<file path="src/rtl/data_mem_pkg.sv">
// Shared widths, op encodings, FSM states and the data memory reset image
// for the load/store unit and its 32x8 target memory.
package data_mem_pkg;

  localparam int ADDR_W = 5;
  localparam int DATA_W = 8;

  typedef enum logic [1:0] {
    OP_LOAD  = 2'b00,
    OP_STORE = 2'b01,
    OP_FILL  = 2'b10,
    OP_COPY  = 2'b11
  } op_e;

  typedef enum logic [2:0] {
    S_IDLE,
    S_LOAD,
    S_STORE,
    S_FILL,
    S_COPY_RD,
    S_COPY_WR,
    S_DONE
  } state_e;

  localparam logic [ADDR_W-1:0] MEM_INIT_ADDR_A = 5'h1B;
  localparam logic [DATA_W-1:0] MEM_INIT_VAL_A  = 8'hFF;
  localparam logic [ADDR_W-1:0] MEM_INIT_ADDR_B = 5'h1C;
  localparam logic [DATA_W-1:0] MEM_INIT_VAL_B  = 8'hAA;

  function automatic logic [DATA_W-1:0] mem_init_val(input logic [ADDR_W-1:0] a);
    if (a == MEM_INIT_ADDR_A) return MEM_INIT_VAL_A;
    if (a == MEM_INIT_ADDR_B) return MEM_INIT_VAL_B;
    return '0;
  endfunction

endpackage

</file>
<file path="src/rtl/data_mem_lsu_if.sv">
// Request/response handshake plus the data memory port of the load/store unit.
// Handshake: a request transfers on a rising edge where req_valid && req_ready; rsp_valid is a one-cycle pulse with no backpressure.
interface data_mem_lsu_if #(
  parameter int AW = data_mem_pkg::ADDR_W,
  parameter int DW = data_mem_pkg::DATA_W
);
  logic          req_valid;
  logic          req_ready;
  logic [1:0]    req_op;
  logic [AW-1:0] req_addr;
  logic [AW-1:0] req_src;
  logic [AW-1:0] req_len;
  logic [DW-1:0] req_data;
  logic          rsp_valid;
  logic [DW-1:0] rsp_data;
  logic          busy;
  logic [AW-1:0] mem_addr;
  logic [DW-1:0] mem_wdata;
  logic          mem_en;
  logic [DW-1:0] mem_rdata;

  // Requester and memory side.
  modport master (
    output req_valid, req_op, req_addr, req_src, req_len, req_data, mem_rdata,
    input  req_ready, rsp_valid, rsp_data, busy, mem_addr, mem_wdata, mem_en
  );

  // The load/store unit.
  modport slave (
    input  req_valid, req_op, req_addr, req_src, req_len, req_data, mem_rdata,
    output req_ready, rsp_valid, rsp_data, busy, mem_addr, mem_wdata, mem_en
  );
endinterface

</file>
<file path="src/rtl/data_mem_lsu.sv">
// Load/store initiator for the 32x8 data memory: single load/store, block fill
// and ascending byte-wise block copy, with a one-cycle completion pulse.
module data_mem_lsu
  import data_mem_pkg::*;
(
  input  logic   clk_i,
  input  logic   rst_i,
  data_mem_lsu_if.slave bus,
  output state_e state_o
);

  state_e              state_q, state_d;
  logic [ADDR_W-1:0]   dst_q, dst_d;
  logic [ADDR_W-1:0]   src_q, src_d;
  logic [ADDR_W-1:0]   cnt_q, cnt_d;
  logic [DATA_W-1:0]   data_q, data_d;
  logic [DATA_W-1:0]   buf_q, buf_d;
  logic [DATA_W-1:0]   rsp_q, rsp_d;
  logic [ADDR_W-1:0]   mem_addr;
  logic [DATA_W-1:0]   mem_wdata;
  logic                mem_en;

  always_ff @(posedge clk_i or posedge rst_i) begin
    if (rst_i) begin
      state_q <= S_IDLE;
      dst_q   <= '0;
      src_q   <= '0;
      cnt_q   <= '0;
      data_q  <= '0;
      buf_q   <= '0;
      rsp_q   <= '0;
    end else begin
      state_q <= state_d;
      dst_q   <= dst_d;
      src_q   <= src_d;
      cnt_q   <= cnt_d;
      data_q  <= data_d;
      buf_q   <= buf_d;
      rsp_q   <= rsp_d;
    end
  end

  // Memory strobes depend only on registered state, so reset drops mem_en at once.
  always_comb begin
    state_d   = state_q;
    dst_d     = dst_q;
    src_d     = src_q;
    cnt_d     = cnt_q;
    data_d    = data_q;
    buf_d     = buf_q;
    rsp_d     = rsp_q;
    mem_addr  = '0;
    mem_wdata = '0;
    mem_en    = 1'b0;
    case (state_q)
      S_IDLE: begin
        if (bus.req_valid) begin
          dst_d  = bus.req_addr;
          src_d  = bus.req_src;
          cnt_d  = bus.req_len;
          data_d = bus.req_data;
          case (bus.req_op)
            OP_LOAD:  state_d = S_LOAD;
            OP_STORE: state_d = S_STORE;
            OP_FILL:  state_d = S_FILL;
            default:  state_d = S_COPY_RD;
          endcase
        end
      end
      S_LOAD: begin
        mem_addr = dst_q;
        rsp_d    = bus.mem_rdata;
        state_d  = S_DONE;
      end
      S_STORE: begin
        mem_addr  = dst_q;
        mem_wdata = data_q;
        mem_en    = 1'b1;
        rsp_d     = data_q;
        state_d   = S_DONE;
      end
      S_FILL: begin
        mem_addr  = dst_q;
        mem_wdata = data_q;
        mem_en    = 1'b1;
        dst_d     = dst_q + ADDR_W'(1);
        cnt_d     = cnt_q - ADDR_W'(1);
        if (cnt_q == '0) begin
          rsp_d   = data_q;
          state_d = S_DONE;
        end
      end
      S_COPY_RD: begin
        mem_addr = src_q;
        buf_d    = bus.mem_rdata;
        src_d    = src_q + ADDR_W'(1);
        state_d  = S_COPY_WR;
      end
      S_COPY_WR: begin
        mem_addr  = dst_q;
        mem_wdata = buf_q;
        mem_en    = 1'b1;
        dst_d     = dst_q + ADDR_W'(1);
        if (cnt_q == '0) begin
          rsp_d   = buf_q;
          state_d = S_DONE;
        end else begin
          cnt_d   = cnt_q - ADDR_W'(1);
          state_d = S_COPY_RD;
        end
      end
      S_DONE:  state_d = S_IDLE;
      default: state_d = S_IDLE;
    endcase
  end

  assign bus.req_ready = (state_q == S_IDLE);
  assign bus.busy      = (state_q != S_IDLE);
  assign bus.rsp_valid = (state_q == S_DONE);
  assign bus.rsp_data  = rsp_q;
  assign bus.mem_addr  = mem_addr;
  assign bus.mem_wdata = mem_wdata;
  assign bus.mem_en    = mem_en;
  assign state_o       = state_q;

endmodule

</file>
<file path="src/flat_wrapper.sv">
// flat-port wrapper written by rule: the top's interface ports become plain ports
module data_mem_lsu_flat import data_mem_pkg::*;
  (clk_i, rst_i, state_o, bus_req_valid, bus_req_op, bus_req_addr, bus_req_src, bus_req_len, bus_req_data, bus_mem_rdata, bus_req_ready, bus_rsp_valid, bus_rsp_data, bus_busy, bus_mem_addr, bus_mem_wdata, bus_mem_en);
  data_mem_lsu_if bus_i ();
  input  logic clk_i;
  input  logic rst_i;
  output state_e state_o;
  input wire logic [$bits(bus_i.req_valid)-1:0] bus_req_valid;
  input wire logic [$bits(bus_i.req_op)-1:0] bus_req_op;
  input wire logic [$bits(bus_i.req_addr)-1:0] bus_req_addr;
  input wire logic [$bits(bus_i.req_src)-1:0] bus_req_src;
  input wire logic [$bits(bus_i.req_len)-1:0] bus_req_len;
  input wire logic [$bits(bus_i.req_data)-1:0] bus_req_data;
  input wire logic [$bits(bus_i.mem_rdata)-1:0] bus_mem_rdata;
  output wire logic [$bits(bus_i.req_ready)-1:0] bus_req_ready;
  output wire logic [$bits(bus_i.rsp_valid)-1:0] bus_rsp_valid;
  output wire logic [$bits(bus_i.rsp_data)-1:0] bus_rsp_data;
  output wire logic [$bits(bus_i.busy)-1:0] bus_busy;
  output wire logic [$bits(bus_i.mem_addr)-1:0] bus_mem_addr;
  output wire logic [$bits(bus_i.mem_wdata)-1:0] bus_mem_wdata;
  output wire logic [$bits(bus_i.mem_en)-1:0] bus_mem_en;
  assign bus_i.req_valid = bus_req_valid;
  assign bus_i.req_op = bus_req_op;
  assign bus_i.req_addr = bus_req_addr;
  assign bus_i.req_src = bus_req_src;
  assign bus_i.req_len = bus_req_len;
  assign bus_i.req_data = bus_req_data;
  assign bus_i.mem_rdata = bus_mem_rdata;
  assign bus_req_ready = bus_i.req_ready;
  assign bus_rsp_valid = bus_i.rsp_valid;
  assign bus_rsp_data = bus_i.rsp_data;
  assign bus_busy = bus_i.busy;
  assign bus_mem_addr = bus_i.mem_addr;
  assign bus_mem_wdata = bus_i.mem_wdata;
  assign bus_mem_en = bus_i.mem_en;
  data_mem_lsu u_core (.clk_i(clk_i), .rst_i(rst_i), .bus(bus_i), .state_o(state_o));
endmodule
</file>
<file path="config.mk">
export PLATFORM = sky130hd
export DESIGN_NAME = data_mem_lsu_flat
export DESIGN_NICKNAME = d
export VERILOG_FILES = /design/src/rtl/data_mem_pkg.sv /design/src/rtl/data_mem_lsu_if.sv /design/src/rtl/data_mem_lsu.sv /design/src/flat_wrapper.sv
export SDC_FILE = /design/constraint.sdc
export NUM_CORES = 1
export LEC_CHECK = 0
export ABC_AREA = 0
export BUFFER_PORTS_ARGS = -buffer_cell sky130_fd_sc_hd__buf_4
export CORE_MARGIN = 5
export CORE_UTILIZATION = 40
export CTS_CLUSTER_DIAMETER = 50
export DETAILED_ROUTE_END_ITERATION = 7
export MAX_ROUTING_LAYER = met4
export PLACE_DENSITY = 0.7
export REMOVE_ABC_BUFFERS = 1
export SLEW_MARGIN = 20
export SYNTH_ARGS = -nofsm -noshare
export SYNTH_HDL_FRONTEND = slang
export SYNTH_SLANG_ARGS = --single-unit
</file>
<file path="constraint.sdc">
create_clock -name clk_i -period 2.9 [get_ports clk_i]
set_input_delay 0.29 -clock clk_i [delete_from_list [all_inputs] [get_ports clk_i]]
set_output_delay 0.29 -clock clk_i [all_outputs]
set_load 0.05 [all_outputs]
</file>
# Word level (Yosys, flattened, before mapping)
# Cells that the tools add are included.
# W data, S select, Z words.
# totals
inputBits	36
out_inout_bits	28
reg_bits	42
# op_classes
n_mux	18
add_sub_neg	3
n_reduce_logical	19
n_eq_ne	12
# ops
operator	count
$pmux W8 S4	1
$pmux W5 S2	3
$mux W5	4
$mux W8	2
$pmux W8 S2	1
$pmux W3 S5	1
$pmux W5 S3	1
$add A5 B1 Y5 const B	2
$eq A3 B3 Y1 const B	3
$pmux W3 S3	1
$reduce_and A2 Y1	4
$eq A3 B2 Y1 const B	2
$mux W3	2
$reduce_and A3 Y1	2
$reduce_bool A3 Y1	2
$reduce_or A2 Y1	3
$logic_not A5 Y1	1
$sub A5 B1 Y5 const B	1
$ne A2 B1 Y1 const B	2
$ne A2 B2 Y1 const B	2
$reduce_bool A2 Y1	2
$reduce_bool A4 Y1	1
$reduce_or A4 Y1	1
$eq A3 B1 Y1 const B	1
7 further kinds	7

# Longest topological paths before layout
# Gate-level depths: netlist (run 1).
# logic_depth
depth_word	4
depth_mapped	6
ltp_nobuf	6

# Least setup slack after synthesis (run 1)
# OpenSTA, ideal clock, no wires.
# synth_timing
kind	register -> output
start	register u_core.state_q[2] (netlist: u_core.state_o[2])
end	output bus_mem_addr[0]
path_buffers	2
t_required_ns	2.610
t_arrival_ns	2.627
path_stages_with_launch	6
setup_slack_ns	-0.017
cell_sequence	dfrtp_1 buf_4 clkbuf_1 nor2b_1 a22oi_1 o21ai_0
# synth_between
elab_chain_cells	3
elab_cells_between_ends	7
# synth_lines
element	line	source
start: declaration	data_mem_lsu.sv:12	state_e state_q, state_d;
start signal: assignment	data_mem_lsu.sv:33	state_q <= state_d;
$eq A3 B1 Y1, or another cell as far along	data_mem_lsu.sv:55	case (state_q)
$reduce_or A4 Y1 (no source line)	-	
$pmux W5 S2 *	data_mem_lsu.sv:55	
end: declaration	flat_wrapper.sv:19	output wire logic [$bits(bus_i.mem_addr)-1:0] bus_mem_addr;
# Every way passes the cells marked *; elsewhere a longest branch is shown, timed or not.

# Worst setup path in the final report (run 1)
# layout_timing
start	register u_core.state_q[2] (netlist: u_core.state_o[2])
end	output bus_mem_en
# layout_between
elab_chain_cells	3
elab_cells_between_ends	5
# layout_lines
element	line	source
$eq A3 B2 Y1 or $eq A3 B3 Y1 (tied branches)	data_mem_lsu.sv:55	
$reduce_or A3 Y1 (no source line) *	-	
$mux W1 *	data_mem_lsu.sv:55	
end: declaration	flat_wrapper.sv:21	output wire logic [$bits(bus_i.mem_en)-1:0] bus_mem_en;
# Marks and branches as above.

==> results.rst, run 1 <==
.. list-table::
   :header-rows: 1

   * - Metric
     - Value
   * - Final number of setup-violating endpoints
     - 0
   * - Pre-antenna DRT Iters
     - 4
   * - Leakage power
     - 1.514 nW
   * - Element type at the critical path start
     - flip-flop
   * - Transition time at the pin with the least slew margin
     - 0.6572 ns
   * - Cell area after technology mapping
     - 2318 sq um
   * - Via Count
     - 2125
   * - Biggest cell delay along the critical path
     - 0.54 ns
   * - CTS clock-pin slew for the worst setup and hold paths
     - ~0.08 ns
   * - Cell-by-cell trace of the critical path
     - buf_4, and3b_1, nor2_1, inv_1, buf_4
   * - Placer congestion estimate
     - between 0.8 and 0.9
   * - Worst Hold Class
     - in -> async
   * - Share of final-layout standard cells stronger than drive strength 1
     - 0.2643
   * - Data required, critical path
     - about 2.6 ns
   * - Port Buf Inserts
     - 63
   * - Fraction of the mapped netlist area in compound gates
     - 0.1883
   * - Most area-hungry cell type in the Yosys netlist
     - dfrtp_1
   * - Clk Tree Root Cell
     - clkbuf_8
   * - DRC errors left
     - 0
   * - XOR/XNOR Fraction of Synth Area
     - 0.007555
   * - Synthesis-to-layout area growth
     - 28.28%
   * - First-pass GRT wire length
     - ~9600 microns
   * - Highest clock frequency the design can meet
     - between 400 and 500 MHz
   * - CP arrival
     - 2.02 ns
   * - Count of pins over their slew limit
     - 0
   * - Fin crit share
     - 0.7968
   * - Post-layout net count
     - about 370
   * - Synthesized-area fraction occupied by and/or/nand/nor cells
     - 0.2089
   * - Placed wire-length estimate after detailed placement
     - 4356 microns
   * - Cell area power density
     - 1283 nW/um^2
   * - Vias per std cell
     - 5.247
   * - Die width
     - about 86 microns
   * - Setup crit end kind
     - output port
   * - Initial Util
     - 0.4159
   * - # diodes
     - 0
   * - H-Tree Level Count
     - 2
   * - Filler Cells Inserted
     - between 500 and 600
   * - Number of enable-type register cells in the synthesized netlist
     - 0
   * - Post_cts resized
     - 0
   * - Number of hold buffers added after cts
     - 0
   * - Distinct cell type count after synthesis
     - 43
   * - Library cell contributing the largest single delay on the critical path
     - nor2_1
   * - Gr ovfl total
     - 0
   * - Maximum count of clock buffers along a single path
     - 2
   * - Number of DRC markers in iteration 0
     - 189
   * - Synth Area in Adders
     - 0.03238
   * - Result of the run
     - finished clean
   * - Ys flop type
     - dfrtp_1
   * - Total Wirelength
     - 5950 microns
   * - Antenna-violating nets left
     - 0
   * - Tot Pwr
     - about 0.0038 W
   * - Worst-skew pair later-pin latency
     - approximately 0.29 ns
   * - Die span in y
     - ~86 microns
   * - Count of max-cap constraint violations
     - 0
   * - Total clock sinks
     - 42
   * - Top post-synthesis cells by count
     - nand2_1, dfrtp_1, inv_1
   * - Pin count of the biggest net entering global routing
     - 43
   * - Worst Hold Margin
     - 0.1335 ns
   * - Biggest fanout along the worst timing path
     - 20
   * - Routed WL per cell
     - 14.69 microns
   * - Synth warn
     - 0
   * - Global Route Usage Sum
     - 0.1675
   * - Worst clock skew
     - 0.004447 ns
   * - Synth area leaders
     - dfrtp_1, nand2_1, mux2i_1
   * - Setup repair after global routing missed its margin
     - no
   * - Number of rows in the core area
     - 27
   * - Proportion of synthesized flip-flops having asynchronous set or reset
     - 1.000
   * - Placeable Area
     - roughly 5600 sq um
   * - Dominant combinational cell family by area after synthesis
     - simple AND/OR/NAND/NOR gates
   * - Antenna violations before repair
     - 0
   * - Average size of a mapped cell
     - 8.683 sq um
   * - Min Tclk post-route
     - 2.311 ns
   * - Max VDD drop
     - 0.7074 mV
   * - Worst-case headroom to the max-slew limit
     - 0.5602
   * - CTS tree
     - built
   * - Fraction of the yosys area taken by sequential cells
     - 0.4533
   * - Register bit count reported by yosys
     - 42
   * - Number of buffers inserted during clock tree synthesis
     - 5
   * - Via count of the first global-routing pass
     - 1995
   * - Synth top area share
     - 0.4533
   * - Final sum of negative setup slack
     - 0 ns
   * - CP dominant cell by count
     - buf_4
   * - Number of cells produced by synthesis
     - 267
   * - Share of synthesized area spent on multiplexers
     - 0.04803
   * - Critical setup path kind
     - reg -> out
   * - Number of buffers inserted to repair setup after CTS
     - 0
   * - Number of top-level design ports
     - 64
   * - Die ar.
     - 7418 sq um
   * - Most common cell in the netlist
     - nand2_1
   * - Hold violation total from the final report
     - 0
## routing by layer
metal / part of all wire / wire length [microns] / vias to the layer above / GRT usage
li1: - / - / 1047 / -
met1: 0.46 / 2758 / 992 / 0.2255
met2: 0.46 / 2720 / 78 / 0.2523
met3: 0.067 / 398 / 8 / 0.03842
met4: 0.012 / 73 / 0 / 0.04748
met5: 0 / 0 / - / -
## per-stage QoR
step | instance area, sq um | setup slack [ns] | utilization | instances
2_1_floorplan | 2251 | 0.1409 | - | 253
3_3_place_gp | 2888 | 0.8169 | 0.5181 | 397
3_5_place_dp | 2888 | 0.7384 | 0.5181 | 397
4_1_cts | 2974 | 0.5598 | 0.5336 | 405
5_1_grt | 2974 | 0.4668 | 0.5336 | 405
6_report | 2974 | 0.5893 | 0.5336 | 405
## report_power, final
| group | leakage, nW | internal (W) | switching [W] |
|---|---|---|---|
| Sequential | 0.496 | 0.000864 | 0.000196 |
| Clock | 0.0452 | 0.000170 | 0.000205 |
| Combinational | 0.973 | 0.000801 | 0.00158 |
## cells by family after synthesis
family          after synthesis
compound gates               66
xor+xnor                      2
fa+ha+maj                     6
buf+inv                      34
flops                        42
mux                          11
simple gates                106
## layout make-up
class / count / area [sq um] / area share
Timing Repair Buffer: 72 / 540.5 / 0.1817
Tap cell: 72 / 90.09 / 0.03029
Clock buffer: 6 / 72.57 / 0.02440
Multi-Input combinational cell: 191 / 1131 / 0.3803
Clock inverter: 2 / 13.76 / 0.004628
Sequential cell: 42 / 1051 / 0.3534
Inverter: 20 / 75.07 / 0.02524
## path summary, 6_finish.rpt
check / from / to / slack, ns / cells after the start
worst max-delay path: u_core.state_o[2]$_DFFE_PP0P_ / bus_mem_en / 0.59 / 5
worst min-delay path: rst_i / u_core.cnt_q[4]$_DFFE_PP0P_ / 0.13 / 3
worst max register to register: u_core.cnt_q[0]$_DFFE_PP0P_ / u_core.bus.rsp_data[0]$_DFFE_PP0P_ / 0.73 / 6
worst min register to register: u_core.buf_q[6]$_DFFE_PP0P_ / u_core.buf_q[6]$_DFFE_PP0P_ / 0.48 / 2
max in group asynchronous: rst_i / u_core.bus.rsp_data[4]$_DFFE_PP0P_ / 2.40 / 3
min in group clk_i: bus_req_data[0] / u_core.data_q[0]$_DFFE_PP0P_ / 0.18 / 3
## sequential cells by signal, indices dropped and copies added (netlist names)
signal / cells
u_core.buf_q: 8
u_core.bus.rsp_data: 8
u_core.data_q: 8
u_core.cnt_q: 5
u_core.dst_q: 5
u_core.src_q: 5
u_core.state_o: 3
## worst max-delay path, delay by kind of cell, from the launching register on
| kind | cells | cell delay [ns] |
|---|---|---|
| buf+inv | 3 | 0.51 |
| flops | 1 | 0.39 |
| simple gates | 2 | 0.83 |
## cells in the final DEF (no fill, tap or decap), types with 4 or more instances in the layout
cell type   n
buf_4      72
nand2_1    64
dfrtp_1    42
inv_1      20
a21oi_1    19
o21ai_0    16
nor2_1     11
mux2i_1    10
nand3_1     9
a22oi_1     7
ha_1        6
a32o_1      5
clkbuf_8    5
nor2b_1     4
Note: power is estimated with default switching activity, not from simulation.
==> run 2, diff against run 1 <==
--- a/config.mk
+++ b/config.mk
@@ -5,14 +5,14 @@
 export SDC_FILE = /design/constraint.sdc
 export NUM_CORES = 1
 export LEC_CHECK = 0
-export ABC_AREA = 0
+export ABC_AREA = 1
 export BUFFER_PORTS_ARGS = -buffer_cell sky130_fd_sc_hd__buf_4
 export CORE_MARGIN = 5
 export CORE_UTILIZATION = 40
 export CTS_CLUSTER_DIAMETER = 50
 export DETAILED_ROUTE_END_ITERATION = 7
 export MAX_ROUTING_LAYER = met4
-export PLACE_DENSITY = 0.7
+export PLACE_DENSITY = 0.69
 export REMOVE_ABC_BUFFERS = 1
 export SLEW_MARGIN = 20
 export SYNTH_ARGS = -nofsm -noshare
==> constraint.sdc (replaced) <==
create_clock -name clk_i -period 2.2 [get_ports clk_i]
set_input_delay 0.22 -clock clk_i [delete_from_list [all_inputs] [get_ports clk_i]]
set_output_delay 0.22 -clock clk_i [all_outputs]
set_load 0.05 [all_outputs]
==> run 2 against run 1 <==
Clock power is 25% higher; power is 41% higher; routed wire length is 3.5% higher; via count is 8.8% higher; combinational power is 44% higher; clock skew is 0.0017 ns higher; critical path type unchanged; critical endpoint is now bus_mem_addr[1]; highest routed layer unchanged.
==> results.rst, run 2 <==
.. list-table::
   :header-rows: 1

   * - Metric
     - Value
   * - Post-layout net count
     - 455
   * - Worst r2r src
     - u_core.state_o[0]$_DFFE_PP0P_
   * - Number of enable-type register cells in the synthesized netlist
     - 0
   * - Number of buffers inserted to repair setup after CTS
     - 0
   * - Post_cts resized
     - 0
   * - Clk Tree Root Cell
     - clkbuf_8
   * - Hold violation total from the final report
     - 0
   * - Logic gate share of total power
     - 0.638
   * - Routed WL per cell
     - 12.62 microns
   * - Total Wirelength
     - 6157 microns
   * - Relative contribution of sequential cells to total power
     - 0.274
   * - Number of top-level design ports
     - between 60 and 70
   * - Count of max-cap constraint violations
     - 0
   * - Number of DRC markers in iteration 0
     - 124
   * - Worst-skew pair later-pin latency
     - ~0.29 ns
   * - Pre-antenna DRT Iters
     - 4
   * - Worst clock skew
     - around 0.006 ns
   * - Number of cells produced by synthesis
     - approximately 350
   * - Post-layout instance area
     - 3080 sq um
   * - Fin crit share
     - 0.8939
   * - Internal
     - 0.002414 W
   * - Initial Util
     - 0.4153
   * - Commonest non-fill, non-tap cells in the layout
     - nand2_1, buf_4, dfrtp_1
   * - Cell area after technology mapping
     - 2474 sq um
   * - Critical setup path kind
     - reg -> out
   * - First-pass GRT wire length
     - between 10000 and 15000 microns
   * - Worst Hold Class
     - in -> async
   * - CTS clock-pin slew for the worst setup and hold paths
     - 0.07 ns
   * - Fraction of the yosys area taken by sequential cells
     - 0.4249
   * - Placer congestion estimate
     - 0.8304
   * - Max VDD drop
     - 0.6782 mV
   * - Die ar.
     - a little under 8000 sq um
   * - CTS tree
     - built
   * - DRC errors left
     - 0
   * - Most frequent standard cell in the layout excluding fill and tap cells
     - nand2_1
   * - Share of final-layout standard cells stronger than drive strength 1
     - 0.2349
   * - Number of buffers inserted during clock tree synthesis
     - 5
   * - Maximum count of clock buffers along a single path
     - 2
   * - Leakage power
     - roughly 1.8 nW
   * - Synth top area share
     - 0.4249
   * - Number of rows in the core area
     - 28
   * - Result of the run
     - finished clean
   * - Number of hold buffers added after cts
     - 0
   * - Average size of a mapped cell
     - around 7.1 sq um
   * - Via Count
     - between 2000 and 2500
   * - Cell count of the worst reg-to-reg path
     - 7
   * - Transition time at the pin with the least slew margin
     - ~0.54 ns
   * - Top post-synthesis cells by count
     - nand2_1, dfrtp_1, inv_1
   * - Final number of setup-violating endpoints
     - 0
   * - Synth warn
     - 0
   * - Net switching power
     - 0.002949 W
   * - Area after detailed placement
     - 2997 sq um
   * - Count of pins over their slew limit
     - 0
   * - Vias per std cell
     - around 4.7
   * - Setup crit end kind
     - output port
   * - Most common cell in the netlist
     - nand2_1
   * - Most area-hungry cell type in the Yosys netlist
     - dfrtp_1
   * - Register bit count reported by yosys
     - 42
   * - Setup repair after global routing missed its margin
     - no
   * - Total clock sinks
     - 42
   * - Element type at the critical path start
     - flip-flop
   * - # diodes
     - 0
   * - Port Buf Inserts
     - 63
   * - Ys flop type
     - dfrtp_1
   * - Worst-case headroom to the max-slew limit
     - 0.6376
   * - H-Tree Level Count
     - 2
   * - Synth area leaders
     - dfrtp_1, nand2_1, nand3_1
   * - Antenna violations before repair
     - 0
   * - Setup slack on the worst flop-to-flop path
     - 0.50 ns
   * - Worst r2r dst
     - u_core.src_q[2]$_DFFE_PP0P_
   * - Global Route Usage Sum
     - 0.1710
   * - Placed wire-length estimate after detailed placement
     - 4619 microns
   * - Distinct cell type count after synthesis
     - 25
   * - Gr ovfl total
     - 0
   * - CP arrival
     - 1.75 ns
   * - Die width
     - 88.64 microns
   * - Tot Pwr
     - about 0.0054 W
   * - Clock power frac
     - 0.087
   * - Data required, critical path
     - a little under 2 ns
   * - Min Tclk post-route
     - 1.966 ns
   * - Die span in y
     - 88.64 microns
   * - Cell area power density
     - ~1700 nW/um^2
   * - Pin count of the biggest net entering global routing
     - 43
   * - Proportion of synthesized flip-flops having asynchronous set or reset
     - 1.000
   * - Switching share of power
     - 0.5499
   * - Via count of the first global-routing pass
     - 2307
   * - Placeable Area
     - 5956 sq um
   * - Highest clock frequency the design can meet
     - 508.5 MHz
   * - Antenna-violating nets left
     - 0
   * - Biggest fanout along the worst timing path
     - 12
   * - Synthesis-to-layout area growth
     - 24.53%
run 2: logic make-up after synthesis:
kind of cell / after synthesis / synth area share
compound gates: 22 / 0.05210
simple gates: 238 / 0.4117
flops: 42 / 0.4249
fa+ha+maj: 6 / 0.03035
buf+inv: 37 / 0.07031
xor+xnor: 3 / 0.01062
run 2: how the worst max path moves through the flow:
stage                             startpoint  slack (ns)               to  cells after the start
2_1_floorplan  u_core.state_o[2]$_DFFE_PP0P_       -0.46  bus_mem_addr[0]                      2
3_3_place_gp   u_core.state_o[2]$_DFFE_PP0P_        0.51       bus_mem_en                      5
3_5_place_dp   u_core.state_o[2]$_DFFE_PP0P_        0.50       bus_mem_en                      5
4_1_cts        u_core.state_o[2]$_DFFE_PP0P_        0.17       bus_mem_en                      5
5_1_grt        u_core.state_o[0]$_DFFE_PP0P_        0.12  bus_mem_addr[0]                      4
6_report       u_core.state_o[2]$_DFFE_PP0P_        0.23  bus_mem_addr[1]                      4
run 2: routing by layer:
| metal | up-vias | part of all wire | wire (microns) | GRT usage |
|---|---|---|---|---|
| met5 | - | 0 | 0 | - |
| met4 | 0 | 0.0083 | 51 | 0.05220 |
| met3 | 7 | 0.068 | 417 | 0.03724 |
| met2 | 67 | 0.46 | 2830 | 0.2713 |
| met1 | 1033 | 0.46 | 2858 | 0.2184 |
| li1 | 1206 | - | - | - |
run 2: power groups by stage:
| stage | clock [W] | sequential [W] | combinational [W] |
|---|---|---|---|
| detailed placement | 0 | 0.00148 | 0.00343 |
| floorplan | 0 | 0.00174 | 0.00221 |
| finish | 0.000469 | 0.00147 | 0.00342 |
| CTS | 0.000481 | 0.00147 | 0.00344 |
| global placement | 0 | 0.00147 | 0.00339 |
| global route | 0.000524 | 0.00153 | 0.00379 |
run 2: layout make-up:
class                           instances  area (sq um)
Tap cell                               75         93.84
Timing Repair Buffer                   65         488.0
Multi-Input combinational cell        269          1254
Fill cell                             578          2875
Clock buffer                            5         68.82
Sequential cell                        42          1051
Inverter                               30         115.1
Clock inverter                          2         10.01
run 2: stage by stage:
step,worst slack (ns),utilization,setup TNS [ns],cells,hold WS [ns]
global route,0.1167,0.5172,0,488,0.1161
finish,0.2335,0.5172,0,488,0.06692
floorplan,-0.4625,-,-1.199,341,0.3296
global placement,0.5127,0.5032,0,481,0.3997
detailed placement,0.5016,0.5032,0,481,0.3980
CTS,0.1716,0.5164,0,488,0.08735
run 2: worst max-delay path: stages (launching register included):
cell and delay [ns]:
dfrtp_1 0.58, inv_2 0.15, nor2_4 0.34, a32o_1 0.19, buf_4 0.20
